### src/rtl/csv_field_parser.sv
// csv_field_parser: pops ASCII characters from a FIFO and turns comma/newline
// delimited decimal fields into binary values on a valid/ready output.
`default_nettype none

module csv_field_parser #(
  parameter int WIDTH     = 8,
  parameter int VAL_WIDTH = 16,
  parameter int COL_WIDTH = 4
) (
  input  logic                 clk,
  input  logic                 reset,
  input  logic [WIDTH-1:0]     fifo_rdata,
  input  logic                 fifo_rready,
  output logic                 fifo_rreq,
  output logic [VAL_WIDTH-1:0] field_value,
  output logic [COL_WIDTH-1:0] field_col,
  output logic                 field_last,
  output logic                 field_err,
  output logic                 field_valid,
  input  logic                 field_ready
);

  localparam logic [WIDTH-1:0] c_COMMA = WIDTH'('h2C);
  localparam logic [WIDTH-1:0] c_LF    = WIDTH'('h0A);
  localparam logic [WIDTH-1:0] c_CR    = WIDTH'('h0D);
  localparam logic [WIDTH-1:0] c_SPACE = WIDTH'('h20);
  localparam logic [WIDTH-1:0] c_ZERO  = WIDTH'('h30);
  localparam logic [WIDTH-1:0] c_NINE  = WIDTH'('h39);

  logic                 r_rd_valid;
  logic                 r_pend_valid;
  logic [WIDTH-1:0]     r_pend;
  logic [VAL_WIDTH-1:0] r_acc;
  logic [COL_WIDTH-1:0] r_col;
  logic                 r_err;
  logic                 r_nonempty;

  logic [WIDTH-1:0]     w_char;
  logic                 w_have;
  logic                 w_is_delim;
  logic                 w_is_lf;
  logic                 w_is_digit;
  logic                 w_is_skip;
  logic                 w_stall;
  logic                 w_consume;
  logic                 w_emit;
  logic [3:0]           w_digit;
  logic [VAL_WIDTH+3:0] w_acc_wide;
  logic                 w_ovf;

  assign w_char     = r_pend_valid ? r_pend : fifo_rdata;
  assign w_have     = r_pend_valid | r_rd_valid;
  assign w_is_lf    = (w_char == c_LF);
  assign w_is_delim = (w_char == c_COMMA) | w_is_lf;
  assign w_is_digit = (w_char >= c_ZERO) & (w_char <= c_NINE);
  assign w_is_skip  = (w_char == c_CR) | (w_char == c_SPACE);
  assign w_stall    = w_have & w_is_delim & field_valid & ~field_ready;
  assign w_consume  = w_have & ~w_stall;
  // A newline on a row with no columns and no content is a blank line.
  assign w_emit     = ~(w_is_lf & (r_col == '0) & ~r_nonempty);

  // ASCII digits carry their value in the low nibble; acc*10 = acc*8 + acc*2.
  assign w_digit    = w_char[3:0];
  assign w_acc_wide = ({4'b0000, r_acc} << 3) + ({4'b0000, r_acc} << 1)
                    + {{VAL_WIDTH{1'b0}}, w_digit};
  assign w_ovf      = |w_acc_wide[VAL_WIDTH+3:VAL_WIDTH];

  assign fifo_rreq  = fifo_rready & ~r_pend_valid & ~w_stall & ~reset;

  always_ff @(posedge clk) begin
    if (reset) begin
      r_rd_valid   <= 1'b0;
      r_pend_valid <= 1'b0;
      r_pend       <= '0;
      r_acc        <= '0;
      r_col        <= '0;
      r_err        <= 1'b0;
      r_nonempty   <= 1'b0;
      field_value  <= '0;
      field_col    <= '0;
      field_last   <= 1'b0;
      field_err    <= 1'b0;
      field_valid  <= 1'b0;
    end else begin
      r_rd_valid <= fifo_rreq;

      if (w_stall & ~r_pend_valid) begin
        r_pend       <= fifo_rdata;
        r_pend_valid <= 1'b1;
      end else if (r_pend_valid & ~w_stall) begin
        r_pend_valid <= 1'b0;
      end

      if (field_valid & field_ready) begin
        field_valid <= 1'b0;
      end

      if (w_consume) begin
        if (w_is_digit) begin
          r_nonempty <= 1'b1;
          if (w_ovf) begin
            r_acc <= '1;
            r_err <= 1'b1;
          end else begin
            r_acc <= w_acc_wide[VAL_WIDTH-1:0];
          end
        end else if (w_is_delim) begin
          if (w_emit) begin
            field_value <= r_acc;
            field_col   <= r_col;
            field_last  <= w_is_lf;
            field_err   <= r_err;
            field_valid <= 1'b1;
          end
          r_col      <= w_is_lf ? '0 : r_col + 1'b1;
          r_acc      <= '0;
          r_err      <= 1'b0;
          r_nonempty <= 1'b0;
        end else if (!w_is_skip) begin
          r_err      <= 1'b1;
          r_nonempty <= 1'b1;
        end
      end
    end
  end

endmodule

`default_nettype wire
### config.mk
export PLATFORM = sky130hd
export DESIGN_NAME = csv_field_parser
export DESIGN_NICKNAME = d
export VERILOG_FILES = /design/src/rtl/csv_field_parser.sv
export SDC_FILE = /design/constraint.sdc
export NUM_CORES = 1
export LEC_CHECK = 0
export ABC_AREA = 0
export BUFFER_PORTS_ARGS = -buffer_cell sky130_fd_sc_hd__buf_4
export CAP_MARGIN = 5
export CELL_PAD_IN_SITES_DETAIL_PLACEMENT = 1
export CELL_PAD_IN_SITES_GLOBAL_PLACEMENT = 1
export CORE_ASPECT_RATIO = 0.5
export CORE_UTILIZATION = 45
export DETAILED_ROUTE_END_ITERATION = 7
export PLACE_DENSITY_LB_ADDON = 0.08
export SLEW_MARGIN = 25
export SYNTH_ARGS = -nofsm -noshare
export SYNTH_HDL_FRONTEND = slang
export SYNTH_SLANG_ARGS = --single-unit
### constraint.sdc
create_clock -name clk -period 4.6 [get_ports clk]
set_clock_uncertainty 0.2 [all_clocks]
set_input_delay 0.23 -clock clk [delete_from_list [all_inputs] [get_ports clk]]
set_output_delay 0.23 -clock clk [all_outputs]
set_load 0.01 [all_outputs]
---- Yosys cells after proc, flatten, opt, wreduce, memory -nomap -nowiden ----
Cells that the tools add are included.
storage, ports and cells
  logic and storage cells ................. 72
  register bits ........................... 55
operators by class
  reductions and logical operators ........ 9
  $add $sub $neg .......................... 3
  bitwise logic cells ..................... 23
  muxes and demuxes ....................... 17
  equality and inequality tests ........... 6
  magnitude comparators ................... 2
operators by type and width
  operator                                                           number
  2-to-1 mux 16 bit                                                  3
  adder 19 x 17 -> 20 bit                                            1
  adder 20 x 4 -> 20 bit                                             1
  equality test 8 x 4 -> 1 bit, second input constant                2
  equality test 8 x 6 -> 1 bit, second input constant                2
  bitwise AND 1 bit                                                  13
  2-to-1 mux 1 bit                                                   12
  greater-or-equal comparator 8 x 6 -> 1 bit, second input constant  1
  less-or-equal comparator 8 x 6 -> 1 bit, second input constant     1
  2-to-1 mux 8 bit                                                   1
  inverter 1 bit                                                     7
  AND reduction 3 bit                                                2
  adder 4 x 1 -> 4 bit, second input constant                        1
  logical NOT 4 bit                                                  1
  2-to-1 mux 4 bit                                                   1
  AND reduction 2 bit                                                2
  AND reduction 4 bit                                                1
  nonzero test 2 bit                                                 2
  OR reduction 4 bit                                                 1
  != test 3 bit, second input constant                               1
  OR 1 bit                                                           3
  != test 2 x 1 -> 1 bit, second input constant                      1

---- Longest topological paths before layout ----
Gate-level depths: netlist of the first run.
  depth after elaboration ................. 10
  mapped depth ............................ 15
  gate-level depth less buffers ........... 12

---- Worst setup path after synthesis of the first run ----
No wires, ideal clock.
  path kind ............................... register to register
  start point ............................. reg r_pend_valid
  end point ............................... reg r_acc[14]
  data required time ...................... 4.267 ns
  arrival time ............................ 3.536 ns
  stages on the path, launching flop included .. 15
  path slack .............................. 0.731 ns
  library setup time ...................... 0.133 ns
  path buffers ............................ 3
  path through ............................ dfxtp_1 buf_2 buf_2 mux2_2 fa_1 inv_1 fa_1 nor2b_1 o31a_1 o31ai_4 o211ai_1 o311ai_2 a211oi_4 buf_2 o211ai_1
on the way
  longest elaborated chain between the ends .. 9
  elaborated cells on any way between the ends .. 19
  those cells by class .................... add/sub: 1; order compare: 2; eq/ne: 2; mux: 3; bitwise: 8; reduce/logical: 3
RTL lines
  element                                                         line  source
  from (decl)                                                     31    logic r_pend_valid;
  from (signal assigned)                                          73    r_pend_valid <= 1'b0;
  from (signal assigned)                                          89    r_pend_valid <= 1'b1;
  from (signal assigned)                                          91    r_pend_valid <= 1'b0;
  branches (longest 9 deep; another with adder 20 x 4 -> 20 bit)  --
  to (signal assigned)                                            105   r_acc <= w_acc_wide[VAL_WIDTH-1:0];
  to (decl)                                                       33    logic [VAL_WIDTH-1:0] r_acc;
Parallel ways; which one is timed is not known.
A chain may end at the register's enable or synchronous reset.

---- Worst setup path after layout of the first run ----
  start point ............................. reg r_pend_valid
  end point ............................... reg r_acc[3]
Same word-level chain as after synthesis.

==> results.sh, run 1 <==
export IMPL_initial_utilization=0.473
export IMPL_timing_critical_path_arrival_ns=4.02
export IMPL_design_portCount=36
export IMPL_cts_root_buffer="clkbuf_16"
export IMPL_floorplan_die_area_mm2=0.00819
export IMPL_cell_pwr_density_mw_per_mm2=238
export IMPL_synthDominantAreaCellType="dfxtp_1"
export IMPL_num_antenna_cells=0
export IMPL_route_detailed_drc=0
export IMPL_via_count=3082
export IMPL_minimum_period_implied_by_the_final_worst_setup_slack_ns=4.08
export IMPL_syn_to_final_growth_pct=12.9
export IMPL_cts_hold_buffers_added=1
export IMPL_finalHoldWorstSlack_ns=0.00147
export IMPL_buffer_ports_inserted=35
export IMPL_grt_setup_unrepaired="no"
export IMPL_finalNetCount=468
export IMPL_run_status="finished clean"
export IMPL_cts_setup_buffers=0
export IMPL_ys_warnings_count=0
export IMPL_gp_congestion=0.864
export IMPL_max_cap_violations=0
export IMPL_dp_final_hpwl_um=7290
export IMPL_drt_wirelength_per_cell_um=18.7
export IMPL_number_of_global_route_vias_before_repair=3169
export IMPL_max_slew_margin_vs_limit=0.376
export IMPL_ys_ff_latch=55
export IMPL_numCtsBuffers=5
export IMPL_cts_clock_pin_slew_for_the_worst_setup_and_hold_paths_ns=0.07
export IMPL_antenna_violations_before_repair=0
export IMPL_worst_skew_pair_late_latency_ns=0.29
export IMPL_setup_tns_final_ns=0
export IMPL_cts_num_sinks=55
export IMPL_worst_max_slew_pin_slew_ns=0.932
export IMPL_ctsResizeCount=0
export IMPL_ys_flop_type="dfxtp_1"
export IMPL_critical_path_peak_fanout=15
export IMPL_global_route_wire_length_before_repair_um=16000
export IMPL_finalCritPeriodShare=0.886
export IMPL_synth_cells=397
export IMPL_cts_tree="built"
export IMPL_synth_seq_area_share=0.313
export IMPL_min_path_type="input port to register"
export IMPL_detail_route_vias_per_cell=5.97
export IMPL_detail_route_first_pass_iterations=4
export IMPL_grt_start_max_net_pins=46
export IMPL_distinct_cell_type_count_of_the_synthesized_netlist=60
export IMPL_yosys_cell_count_top_type="dfxtp_1"
export IMPL_timing_hold_violations_final=0
export IMPL_startpoint_type="register"
export IMPL_drive_gt1_frac=0.150
export IMPL_achievable_frequency_ghz=0.245
export IMPL_die_width_um=127
export IMPL_critPathRequiredTime_ns=4.54
export IMPL_synth_area_leaders="dfxtp_1 31%, ha_1 12%, mux2i_1 8.5%, nor2_1 5.7%, a21oi_1 2.8%"
export IMPL_cts_htree_levels=2
export IMPL_global_route_usage_total=0.249
export IMPL_drv_slew=0
export IMPL_synthesis_nets=445
export IMPL_gr_total_overflow=0
export IMPL_synth_enable_flop_cells=0
export IMPL_vdd_ir_drop_max_uv=155
export IMPL_fp_row_count=22
export IMPL_detail_route_iter0_violations=182
export IMPL_post_synth_top_area_fraction=0.313
export IMPL_setup_viol=0
export IMPL_wirelength_um=9630
export IMPL_async_set_reset_flop_share_out_of_synthesis=0
export IMPL_power_leakage_nw=1.78
export IMPL_die_height_um=64.5
export IMPL_synth_commonest_cells="55 x dfxtp_1, 53 x nor2_1, 34 x ha_1"
export IMPL_path_class="register to register"
export IMPL_area_inside_the_core_boundary_mm2=0.00743
export IMPL_synth_avg_cell_area_um2=8.85
export IMPL_end_kind="register"
export IMPL_clock_path_buffers=2
export IMPL_synth_cell_area_mm2=0.00351
export IMPL_detail_route_antenna_nets=0
path summary, 6_finish.rpt:
kind                            depth (start not counted)  slack (ns)                       from                        end
worst max-delay path                                   11        0.52  r_pend_valid$_SDFFE_PP0P_      r_acc[3]$_SDFFE_PP0P_
worst min-delay path                                    3       0.001              fifo_rdata[6]     r_pend[6]$_SDFFE_PP0P_
worst max register to register                         11        0.52  r_pend_valid$_SDFFE_PP0P_      r_acc[3]$_SDFFE_PP0P_
worst min register to register                          2        0.27  field_col[3]$_SDFFE_PP0P_  field_col[3]$_SDFFE_PP0P_
critical path: stages, from the launching register on:
cell and delay, ns:
dfxtp_1 0.40, mux2_2 0.39, fa_1 0.52, inv_1 0.07, fa_1 0.47, nor2b_1 0.18
o31a_1 0.26, o31ai_4 0.10, o211ai_1 0.28, o311ai_2 0.21, a211oi_4 0.66, a311oi_1 0.19
registers in the layout, summed over array words and instances, names as in the netlist:
name          flops
r_rd_valid        1
r_err             1
field_value      16
field_last        1
field_err         1
r_pend_valid      1
r_acc            16
r_pend            8
field_col         4
r_col             4
r_nonempty        1
field_valid       1
through the flow:
| step | worst slack [ns] | instance area (µm²) | std cells | util | total power [mW] |
|---|---|---|---|---|---|
| 2_1_floorplan | 0.731 | 3510 | 397 | - | 0.515 |
| 3_3_place_gp | 0.796 | 3790 | 508 | 0.511 | 0.532 |
| 3_5_place_dp | 0.557 | 3790 | 508 | 0.511 | 0.533 |
| 4_1_cts | 0.527 | 3970 | 516 | 0.534 | 0.954 |
| 5_1_grt | 0.270 | 3970 | 516 | 0.534 | 0.974 |
| 6_report | 0.524 | 3970 | 516 | 0.534 | 0.945 |
layer usage:
layer  track usage  share of wire  routed length [µm]  vias to the layer above
met5             0              0                   0                        -
met3        0.0405          0.032                 311                        9
met2         0.433           0.46                4470                       61
met4        0.0461         0.0068                  65                        0
met1         0.329           0.50                4780                     1508
li1              -              -                   -                     1504
placed cells by master, fill, tap and decap left out, types with 3 or more instances in the layout:
master and n:
a211oi_1 4, a21o_1 6, a21oi_1 20, a221oi_1 3
a22oi_1 6, a31o_2 3, a31oi_1 4, buf_4 36
clkbuf_16 5, dfxtp_1 55, ha_1 34, inv_1 10
mux2_2 4, mux2i_1 30, nand2_1 26, nand3_1 6
nand3b_1 4, nand4_1 6, nor2_1 53, nor2b_1 5
nor3_1 7, nor4b_1 3, o211ai_1 11, o21a_1 3
o21ai_0 18, o21ai_1 6, or3_1 3, xnor2_1 4
xor2_1 6
where the power goes:
part	leakage [nW]	internal (mW)	switching, mW
logic	1.26	0.0179	0.0253
clock network	0.0759	0.254	0.168
registers	0.444	0.478	0.00180
total	1.78	0.750	0.196
final cells by class:
cell class	instances	area [µm²]
repair buffers	37	280
inverters	10	37.5
multi-input cells	311	2270
fillers	881	3460
clock buffers	5	125
clock inverters	2	37.5
flip-flops and latches	55	1100
well taps	96	120
logic make-up (layout without fill, tap and decap cells):
group | after synthesis | count (layout) | share of synthesized area
compound gates | 103 | 103 | 0.210
xor+xnor | 10 | 10 | 0.0249
fa+ha+maj | 36 | 36 | 0.132
buf+inv | 31 | 54 | 0.0417
flops | 55 | 55 | 0.313
mux | 34 | 34 | 0.0983
simple gates | 128 | 128 | 0.179
No activity file was read; power rests on OpenSTA's default activity.
==> run 2: changes to the inputs <==
--- a/config.mk
+++ b/config.mk
@@ -7,4 +7,5 @@
 export LEC_CHECK = 0
 export ABC_AREA = 0
+export ABC_CLOCK_PERIOD_IN_PS = 4600
 export BUFFER_PORTS_ARGS = -buffer_cell sky130_fd_sc_hd__buf_4
 export CAP_MARGIN = 5
@@ -14,4 +15,5 @@
 export CORE_UTILIZATION = 45
 export DETAILED_ROUTE_END_ITERATION = 7
+export GPL_ROUTABILITY_DRIVEN = 0
 export PLACE_DENSITY_LB_ADDON = 0.08
 export SLEW_MARGIN = 25
==> constraint.sdc (replaced) <==
create_clock -name clk -period 4.6 [get_ports clk]
set_clock_uncertainty 0.2 [all_clocks]
set_input_delay 0.69 -clock clk [delete_from_list [all_inputs] [get_ports clk]]
set_output_delay 0.69 -clock clk [all_outputs]
set_load 0.01 [all_outputs]
==> run 2 against run 1 <==
Net effect: first-iteration DRC count decreased by 21%; cell count increased by 0.19%; non-clock buffer count unchanged; critical endpoint is now r_acc[2]$_SDFFE_PP0P_; global-route usage decreased by 0.21 points.
==> results.sh, run 2 (synthesis gave the netlist of run 1 again) <==
export IMPL_run_status="finished clean"
export IMPL_detail_route_vias_per_cell=5.97
export IMPL_route_detailed_drc=0
export IMPL_vdd_ir_drop_max_uv=157
export IMPL_detail_route_antenna_nets=0
export IMPL_num_antenna_cells=0
export IMPL_detail_route_iter0_violations=144
export IMPL_min_delay_start="field_last$_SDFFE_PP0P_"
export IMPL_path_class="register to register"
export IMPL_critical_path_top_delay_family="adder cells"
export IMPL_power_leakage_nw=1.78
export IMPL_cts_hold_buffers_added=0
export IMPL_syn_to_final_growth_pct=12.6
export IMPL_via_count=3084
export IMPL_cts_root_buffer="clkbuf_16"
export IMPL_worst_skew_pair_late_latency_ns=0.30
export IMPL_cts_tree="built"
export IMPL_die_height_um=64.5
export IMPL_number_of_global_route_vias_before_repair=3122
export IMPL_grt_setup_unrepaired="no"
export IMPL_timing_critical_path_buf_inv=2
export IMPL_worstHoldEndpoint="field_last$_SDFFE_PP0P_"
export IMPL_area_inside_the_core_boundary_mm2=0.00743
export IMPL_drive_gt1_frac=0.154
export IMPL_drt_wirelength_per_cell_um=18.5
export IMPL_cts_clock_pin_slew_for_the_worst_setup_and_hold_paths_ns=0.07
export IMPL_worst_max_slew_pin_slew_ns=0.945
export IMPL_most_common_layout_cells="55 x dfxtp_1, 53 x nor2_1, 37 x buf_4"
export IMPL_wirelength_um=9550
export IMPL_finalCritPeriodShare=0.900
export IMPL_minimum_period_implied_by_the_final_worst_setup_slack_ns=4.14
export IMPL_reg2reg_depth=12
export IMPL_reg_top3="field_value x16, r_acc x16, r_pend x8"
export IMPL_dp_final_hpwl_um=7230
export IMPL_final_setup_worst_slack_ns=0.460
export IMPL_crit_chain="mux2_2 -> fa_1 -> inv_1 -> fa_1 -> nor2b_1 -> o31a_1 -> o31ai_4 -> o21ai_0 -> xor2_1 -> a211oi_4 -> buf_4 -> a221oi_1"
export IMPL_clock_path_buffers=2
export IMPL_global_route_usage_total=0.246
export IMPL_gr_total_overflow=0
export IMPL_setup_reg_to_reg_worst_slack_ns=0.46
export IMPL_global_route_wire_length_before_repair_um=16000
export IMPL_buffer_ports_inserted=35
export IMPL_critical_path_max_stage_delay_ns=0.64
export IMPL_hold_path_cell_cnt=2
export IMPL_r2r_start="r_pend_valid$_SDFFE_PP0P_"
export IMPL_detail_route_first_pass_iterations=4
export IMPL_critical_path_peak_fanout=15
export IMPL_max_cap_violations=0
export IMPL_layout_core_utilization=0.532
export IMPL_cts_setup_buffers=0
export IMPL_worstSetupPathDepth=12
export IMPL_end_kind="register"
export IMPL_critPathRequiredTime_ns=4.60
export IMPL_most_common_cell_on_crit_path="fa_1"
export IMPL_finalNetCount=468
export IMPL_fin_total_pwr_uw=918
export IMPL_dpl_worst_slack_ns=0.435
export IMPL_achievable_frequency_ghz=0.242
export IMPL_min_path_type="register to register"
export IMPL_floorplan_die_area_mm2=0.00819
export IMPL_rr_endpoint="r_acc[2]$_SDFFE_PP0P_"
export IMPL_startpoint_type="register"
export IMPL_ctsResizeCount=0
export IMPL_design_portCount=36
export IMPL_antenna_violations_before_repair=0
export IMPL_cell_pwr_density_mw_per_mm2=232
export IMPL_setup_tns_final_ns=0
export IMPL_setup_viol=0
export IMPL_fp_row_count=22
export IMPL_crit_path_top_delay_cell="dfxtp_1"
export IMPL_max_slew_margin_vs_limit=0.368
export IMPL_layout_cells_most_common="dfxtp_1"
export IMPL_timing_hold_violations_final=0
export IMPL_die_width_um=127
export IMPL_cts_num_sinks=55
export IMPL_grt_start_max_net_pins=46
export IMPL_cts_htree_levels=2
export IMPL_drv_slew=0
export IMPL_timing_critical_path_arrival_ns=4.14
export IMPL_initial_utilization=0.473
export IMPL_numCtsBuffers=5
run 2: cell count changes in the layout (fill, tap and decap cells not counted):
cell,before,now
buf_4,36,37
bufinv_16,1,0
clkbuf_8,0,1
clkinv_4,0,1
dlygate4sd3_1,1,0
run 2: how the worst max path moves through the flow:
stage	start	to
floorplan	r_pend_valid$_SDFFE_PP0P_	r_acc[14]$_SDFFE_PP0P_
global placement	fifo_rdata[3]	r_acc[1]$_SDFFE_PP0P_
detailed placement	fifo_rdata[3]	r_acc[2]$_SDFFE_PP0P_
CTS	r_pend_valid$_SDFFE_PP0P_	r_acc[1]$_SDFFE_PP0P_
global route	r_pend_valid$_SDFFE_PP0P_	r_acc[3]$_SDFFE_PP0P_
finish	r_pend_valid$_SDFFE_PP0P_	r_acc[2]$_SDFFE_PP0P_
run 2: worst register-to-register path, cell delays in order, from the launching register on:
cell and delay [ns]:
dfxtp_1 0.64, mux2_2 0.44, fa_1 0.52, inv_1 0.07, fa_1 0.46, nor2b_1 0.20, o31a_1 0.28, o31ai_4 0.10
o21ai_0 0.21, xor2_1 0.36, a211oi_4 0.07, buf_4 0.21, a221oi_1 0.27
run 2: metal layers:
layer / vias to the layer above / wire length [µm] / GRT usage
met2: 58 / 4430 / 0.416
met3: 4 / 323 / 0.0289
met1: 1515 / 4740 / 0.336
met5: - / 0 / 0
met4: 0 / 48 / 0.0685
li1: 1507 / - / -
run 2: through the flow:
stage                     hold WS (ns)  instance area [µm²]  cells
final                            0.272                 3960    517
after CTS                        0.276                 3960    517
after floorplan                  0.233                 3510    397
after global placement           0.241                 3800    509
after detailed placement         0.264                 3800    509
after global routing             0.305                 3960    517
run 2: area by class of cell:
cell class	count	area, µm²
Fill cell	892	3470
Multi-Input combinational cell	311	2270
Sequential cell	55	1100
Timing Repair Buffer	37	278
Clock buffer	6	139
Tap cell	96	120
Inverter	10	37.5
Clock inverter	2	16.3
run 2: report_power, final:
group          leakage, nW  internal (mW)  total, mW  switching, mW
logic                 1.26         0.0172     0.0418         0.0245
clock network       0.0731          0.218      0.397          0.179
registers            0.444          0.478      0.480        0.00183
